[src/rtl/itch_msg_serializer.sv]
// itch_msg_serializer: record-to-ITCH 5.0 length-prefixed byte stream serializer; define ITCH_SER_TIMESTAMP_EN for a 48-bit cycle-count timestamp
module itch_msg_serializer #(
  parameter logic [15:0] STOCK_LOCATE = 16'h0000,
  parameter logic [7:0]  PAD_BYTE     = 8'h20
) (
  input  logic        clk,
  input  logic        reset_n,
  input  logic [31:0] stock_id_i,
  input  logic [31:0] order_ref_num_i,
  input  logic [31:0] num_shares_i,
  input  logic [31:0] price_i,
  input  logic [3:0]  order_type_i,
  input  logic        buy_sell_i,
  input  logic        valid_i,
  output logic        ready_o,
  output logic [7:0]  data_o,
  output logic        valid_o,
  output logic        last_o,
  input  logic        ready_i,
  output logic        drop_o,
  output logic [15:0] seq_num_o
);
  typedef enum logic {IDLE, SEND} state_t;
  state_t state, state_d;
  logic [5:0] idx, last_idx;
  logic [7:0] tch_q;
  logic side_q;
  logic [31:0] ref_q, shares_q, stock_q, price_q;
  logic [47:0] ts_q;
  logic [15:0] len;
  logic [0:37][7:0] msg;
  logic acc, vt, hs, done;
`ifdef ITCH_SER_TIMESTAMP_EN
  logic [47:0] ts_cnt;
  always_ff @(posedge clk) begin
    ts_cnt <= !reset_n ? 48'h0 : ts_cnt + 48'd1;
    if (acc) ts_q <= ts_cnt;
  end
`else
  assign ts_q = 48'h0;
`endif
  assign vt = order_type_i == 4'h1 || order_type_i == 4'h4 || order_type_i == 4'h8;
  assign acc = valid_i && ready_o;
  assign hs = valid_o && ready_i;
  assign done = hs && last_o;
  assign ready_o = state == IDLE;
  assign valid_o = state == SEND;
  assign last_o = valid_o && idx == last_idx;
  assign data_o = valid_o ? msg[idx] : 8'h00;
  always_comb begin
    len = tch_q == 8'h41 ? 16'h0024 : tch_q == 8'h58 ? 16'h0017 : 16'h0013;
    last_idx = tch_q == 8'h41 ? 6'd37 : tch_q == 8'h58 ? 6'd24 : 6'd20;
    msg = {len, tch_q, STOCK_LOCATE, seq_num_o, ts_q, 32'h0, ref_q,
           tch_q == 8'h41 ? {side_q ? 8'h53 : 8'h42, shares_q, stock_q, {4{PAD_BYTE}}, price_q} :
           tch_q == 8'h58 ? {shares_q, 104'h0} : 136'h0};
    state_d = state == IDLE ? (acc && vt ? SEND : IDLE) : (done ? IDLE : SEND);
  end
  always_ff @(posedge clk) begin
    if (acc) begin
      tch_q <= order_type_i == 4'h1 ? 8'h41 : order_type_i == 4'h4 ? 8'h58 : 8'h44;
      side_q <= buy_sell_i;
      ref_q <= order_ref_num_i;
      shares_q <= num_shares_i;
      stock_q <= stock_id_i;
      price_q <= price_i;
    end
  end
  always_ff @(posedge clk) begin
    if (!reset_n) begin
      state <= IDLE;
      idx <= 6'd0;
      drop_o <= 1'b0;
      seq_num_o <= 16'h0000;
    end else begin
      state <= state_d;
      idx <= acc || done ? 6'd0 : hs ? idx + 6'd1 : idx;
      drop_o <= acc && !vt;
      if (done) seq_num_o <= seq_num_o + 16'd1;
    end
  end
endmodule

[config.mk]
export PLATFORM = sky130hd
export DESIGN_NAME = itch_msg_serializer
export DESIGN_NICKNAME = d
export VERILOG_FILES = /design/src/rtl/itch_msg_serializer.sv
export SDC_FILE = /design/constraint.sdc
export NUM_CORES = 1
export LEC_CHECK = 0
export CAP_MARGIN = 25
export CORE_MARGIN = 4
export CORE_UTILIZATION = 40
export CTS_BUF_LIST = sky130_fd_sc_hd__clkbuf_16
export DETAILED_ROUTE_END_ITERATION = 10
export GPL_TIMING_DRIVEN = 0
export PLACE_DENSITY = 0.68
export SYNTH_ARGS = -nofsm -noshare
export SYNTH_HDL_FRONTEND = slang
export SYNTH_SLANG_ARGS = --single-unit
[constraint.sdc]
create_clock -name clk -period 12.5 [get_ports clk]
set_input_delay 2.5 -clock clk [delete_from_list [all_inputs] [get_ports clk]]
set_output_delay 2.5 -clock clk [all_outputs]
set_load 0.05 [all_outputs]
; Word-level counts from Yosys, hierarchy flattened
; Cells that the tools add are included.
[op_classes]
n_eq_ne = 6
order_cmp = 1
n_mux = 15
bitwise_logic = 3
add_sub_neg = 2
n_reduce_logical = 11
[ops]
columns = cell, count
row1 = 136-bit two-way mux, 2
row2 = 8-bit binary-select mux with 6-bit select, 1
row3 = 8-bit two-way mux, 3
row4 = "16-bit by 1-bit adder with 16-bit output, second input constant", 1
row5 = "8-bit by 7-bit == test with 1-bit output, second input constant", 2
row6 = 6-bit two-way mux, 2
row7 = 5-bit two-way mux, 2
row8 = "7-bit greater-or-equal comparator, second input constant", 1
row9 = 6-bit inverter with 7-bit output, 1
row10 = "6-bit by 1-bit adder with 6-bit output, second input constant", 1
row11 = 6-bit == test, 1
row12 = 1-bit logical AND, 6
row13 = "4-bit by 1-bit == test with 1-bit output, second input constant", 1
row14 = "4-bit by 3-bit == test with 1-bit output, second input constant", 1
row15 = "4-bit == test, second input constant", 1
row16 = 4-bit two-way mux, 1
row17 = 1-bit logical OR, 3
row18 = 1-bit two-way mux, 3
row19 = 3-bit two-way mux, 1
row20 = 1-bit inverter, 2
row21 = 2-bit OR reduction, 1
row22 = 1-bit logical NOT, 1
[word_totals]
regBits = 161
in_bits = 137
wordCells = 48

; Logic depth before layout (Yosys ltp)
[logic_depth]
depth_word = 8
ltp_mapped = 11
mapped_depth_nobuf = 8

; Worst setup path after synthesis
; No wires, ideal clock.
[synth_timing]
path_kind = input -> register
startpoint = in valid_i
endpoint = reg idx[1]
slack_ns = 3.383
t_arrival_ns = 8.956
setup_ns = 0.161
t_required_ns = 12.339
stages = 3
cell_sequence = nor2b_1 -> nand2b_1 -> a2111oi_0
[synth_via]
elab_chain_cells = 3
[synth_lines]
columns = element, line
row1 = from (decl), 14  ; input logic valid_i,
row2 = 1-bit logical AND, 43  ; assign acc = valid_i && ready_o;
row3 = 1-bit logical OR, 76  ; idx <= acc || done ? 6'd0 : hs ? idx + 6'd1 : idx;
row4 = 2-bit OR reduction (no line), -
row5 = to (signal assigned), 76
row6 = to (decl), 25  ; logic [5:0] idx, last_idx;
; Every way passes these cells.
; A chain may end at the register's enable or synchronous reset.

; Final worst setup path
[layout_timing]
startpoint = reg idx[2]
endpoint = out data_o[6]
[layout_via]
elab_chain_cells = 5
[layout_lines]
columns = element, line
row1 = 6-bit inverter with 7-bit output (implied by the code), 49  ; assign data_o = valid_o ? msg[idx] : 8'h00;
row2 = 8-bit binary-select mux with 6-bit select, 49
row3 = 8-bit two-way mux (implied by the code) (2 in series), 49
row4 = 8-bit two-way mux, 49
row5 = to (decl), 16  ; output logic [7:0] data_o,
; Every way passes these cells. The select of a mux whose other input is x is not followed.

==> flow_metrics.env <==
export IMPL_synth_area_per_cell_um2=12.3
export IMPL_ir_drop_uv=93.9
export IMPL_synth_xor_area_frac=0.00959
export IMPL_ys_async_sr_fraction=0
export IMPL_critical_path_slowest_cell="clkdlybuf4s50_1"
export IMPL_grt_pass1_vias=6032
export IMPL_nets=922
export IMPL_cts_sinks=156
export IMPL_cp_max_fo=10
export IMPL_cts_resized_gates=0
export IMPL_synth_compound_area_frac=0.163
export IMPL_vias=6014
export IMPL_syn_inst=593
export IMPL_hpwl_mm=17.0
export IMPL_max_cap_violations=0
export IMPL_period_needed_ns=6.94
export IMPL_ioPinCount=165
export IMPL_cts_root_buf="clkbuf_16"
export IMPL_skew_ns=0.00550
export IMPL_total_power_mw=1.18
export IMPL_area_growth_pct=35.0
export IMPL_port_buffers=164
export IMPL_setup_tns_ns=0
export IMPL_yosysWarningCount=0
export IMPL_core_area_um2=18000
export IMPL_criticalPathCategory="flop to output port"
export IMPL_grt_pass1_wl_mm=34.6
export IMPL_ys_seq_elements=156
export IMPL_final_common_cell="clkdlybuf4s50_1"
export IMPL_clockBufferDepth=2
export IMPL_ys_types=67
export IMPL_rsz0062_at_grt="no"
export IMPL_wl_per_cell_um=22.6
export IMPL_synth_area_mux_share=0.0445
export IMPL_min_path_type="flop to flop"
export IMPL_crit_chain="clkbuf_1 > clkbuf_1 > clkbuf_1 > o311ai_0 > nor4b_1 > clkdlybuf4s50_1"
export IMPL_drt_iter0_markers=604
export IMPL_grt_max_degree=39
export IMPL_floorplan_initialDensity=0.407
export IMPL_cellLeakagePower_nw=3.22
export IMPL_max_slew_margin_rel=0.348
export IMPL_required_ns=10.00
export IMPL_worst_pin_slew_ns=0.970
export IMPL_start_kind="flop"
export IMPL_synth_ff_type="edfxtp_1"
export IMPL_synth_top_family_by_area="compound AO/OA/AOI/OAI gates"
export IMPL_grt_ovfl_total=0
export IMPL_cts_tree="built"
export IMPL_fill_cells=1503
export IMPL_post_cts_buffers=0
export IMPL_gp_congestion=0.880
export IMPL_drive_gt1_frac=0.0946
export IMPL_synth_adder_area_share=0.00856
export IMPL_status="finished clean"
export IMPL_hold_violations=0
export IMPL_n_antenna_cell=0
export IMPL_via_per_inst=5.88
export IMPL_powerDensity_nw_per_um2=120
export IMPL_yosys_area_share_simple=0.116
export IMPL_final_antenna_net_count=0
export IMPL_dieHeight_um=143
export IMPL_insertion_delay_ns=0.43
export IMPL_drc=0
export IMPL_h_tree_depth=4
export IMPL_worstPathArrival_ns=4.44
export IMPL_dieArea_um2=20500
export IMPL_syn_nets=735
export IMPL_core_rowCount=49
export IMPL_clkSlewWorstSetupHoldPaths_ns=0.06
export IMPL_track_usage=0.227
export IMPL_worst_path_largest_cell_delay_ns=0.89
export IMPL_cp_end_kind="output port"
export IMPL_timing_final_crit_share=0.555
export IMPL_final_cell_mix="164 x clkdlybuf4s50_1, 132 x edfxtp_1, 32 x o21ai_0, 32 x a221oi_1, 31 x a21oi_1"
export IMPL_max_freq_mhz=144
export IMPL_synth_enable_flop_cells=132
export IMPL_cts_buffers=17
export IMPL_yosysSeqAreaShare=0.608
export IMPL_maxSlewViolCount=0
export IMPL_die_w_um=143
export IMPL_drtPass1Iterations=7
export IMPL_holdBufCountCts=0
export IMPL_finalSetupViolations=0
export IMPL_antenna_found_initial=0
export IMPL_drt_total_wl_mm=23.1
export IMPL_synth_area_um2=7310
export IMPL_crit_top_cell="clkbuf_1"
layer usage:
metal | global-route usage | wire, um | vias to the layer above
met4 | 0.101 | 745 | 0
met5 | 0 | 0 | -
met2 | 0.364 | 11000 | 359
met1 | 0.298 | 9350 | 2890
met3 | 0.0462 | 2010 | 54
li1 | - | - | 2711
cell usage after synthesis (all sizes together), types with 5 or more instances:
| cell | count | share of area |
|---|---|---|
| or3 | 12 | 0.010 |
| a21oi | 31 | 0.021 |
| dfxtp | 24 | 0.066 |
| clkbuf | 28 | 0.014 |
| buf | 35 | 0.030 |
| a211oi | 7 | 0.0072 |
| nand3 | 16 | 0.011 |
| o21ai | 32 | 0.022 |
| a221oi | 32 | 0.038 |
| and3 | 7 | 0.0060 |
| edfxtp | 132 | 0.54 |
| nor3 | 15 | 0.010 |
| xnor2 | 5 | 0.0060 |
| nor2 | 19 | 0.0098 |
| mux2 | 9 | 0.014 |
| inv | 10 | 0.0051 |
| o31ai | 7 | 0.0072 |
| nor4 | 5 | 0.0051 |
| nand4 | 6 | 0.0051 |
| nand2 | 29 | 0.015 |
| o22a | 7 | 0.0084 |
| nor2b | 13 | 0.011 |
| mux2i | 22 | 0.030 |
| ha | 5 | 0.0086 |
| nand2b | 8 | 0.0068 |
| o311ai | 7 | 0.0084 |
| a22oi | 5 | 0.0051 |
flip-flops by register name, indices dropped and copies added (netlist names):
name       cells
idx            6
price_q       32
stock_q       32
side_q         1
shares_q      32
ref_q         32
seq_num_o     16
drop_o         1
tch_q          3
valid_o        1
critical path: cells and delay by family (launching register included):
kind	cells	cell delay [ns]
AOI/OAI and AO/OA	1	0.40
buffers and inverters	4	2.60
DFF	1	0.45
and+or+nand+nor	1	0.55
per-stage QoR:
stage	hold slack, ns	util	setup slack [ns]	area (um^2)	std cells
6_report	0.531	0.549	5.56	9860	1022
3_5_place_dp	0.512	0.519	6.09	9330	990
4_1_cts	0.524	0.549	5.60	9860	1022
3_3_place_gp	0.498	0.514	0.717	9240	986
5_1_grt	0.570	0.549	5.39	9860	1022
2_1_floorplan	0.465	-	3.38	7310	593
logic make-up (layout without fill, tap and decap cells):
kind of cell	after synthesis	count (layout)
xor+xnor	8	8
buf+inv	74	274
mux	31	31
compound gates	166	166
flops	156	156
simple gates	153	153
fa+ha+maj	5	5
worst paths after layout:
path                       from            end  slack, ns  cells after the start
setup / recovery         idx[2]      data_o[6]       5.56                      6
hold / removal    seq_num_o[15]  seq_num_o[15]       0.53                      2
setup reg to reg       tch_q[3]  seq_num_o[15]       8.68                     10
hold reg to reg   seq_num_o[15]  seq_num_o[15]       0.53                      2
report_power, final:
| group | internal, mW | total [mW] | switching (mW) | leakage [nW] |
|---|---|---|---|---|
| Clock | 0.269 | 0.475 | 0.206 | 0.261 |
| Sequential | 0.599 | 0.610 | 0.0108 | 1.47 |
| Combinational | 0.0550 | 0.0985 | 0.0434 | 1.49 |
area by class of cell:
type,count,area (um^2),area share
well taps,229,287,0.0290
plain buffers,63,325,0.0330
clock inverters,15,109,0.0110
clock buffers,17,425,0.0431
repair buffers,168,1730,0.175
inverters,11,41.3,0.00419
multi-input cells,363,2500,0.254
flip-flops and latches,156,4440,0.451
Note: power is estimated with default switching activity, not from simulation.
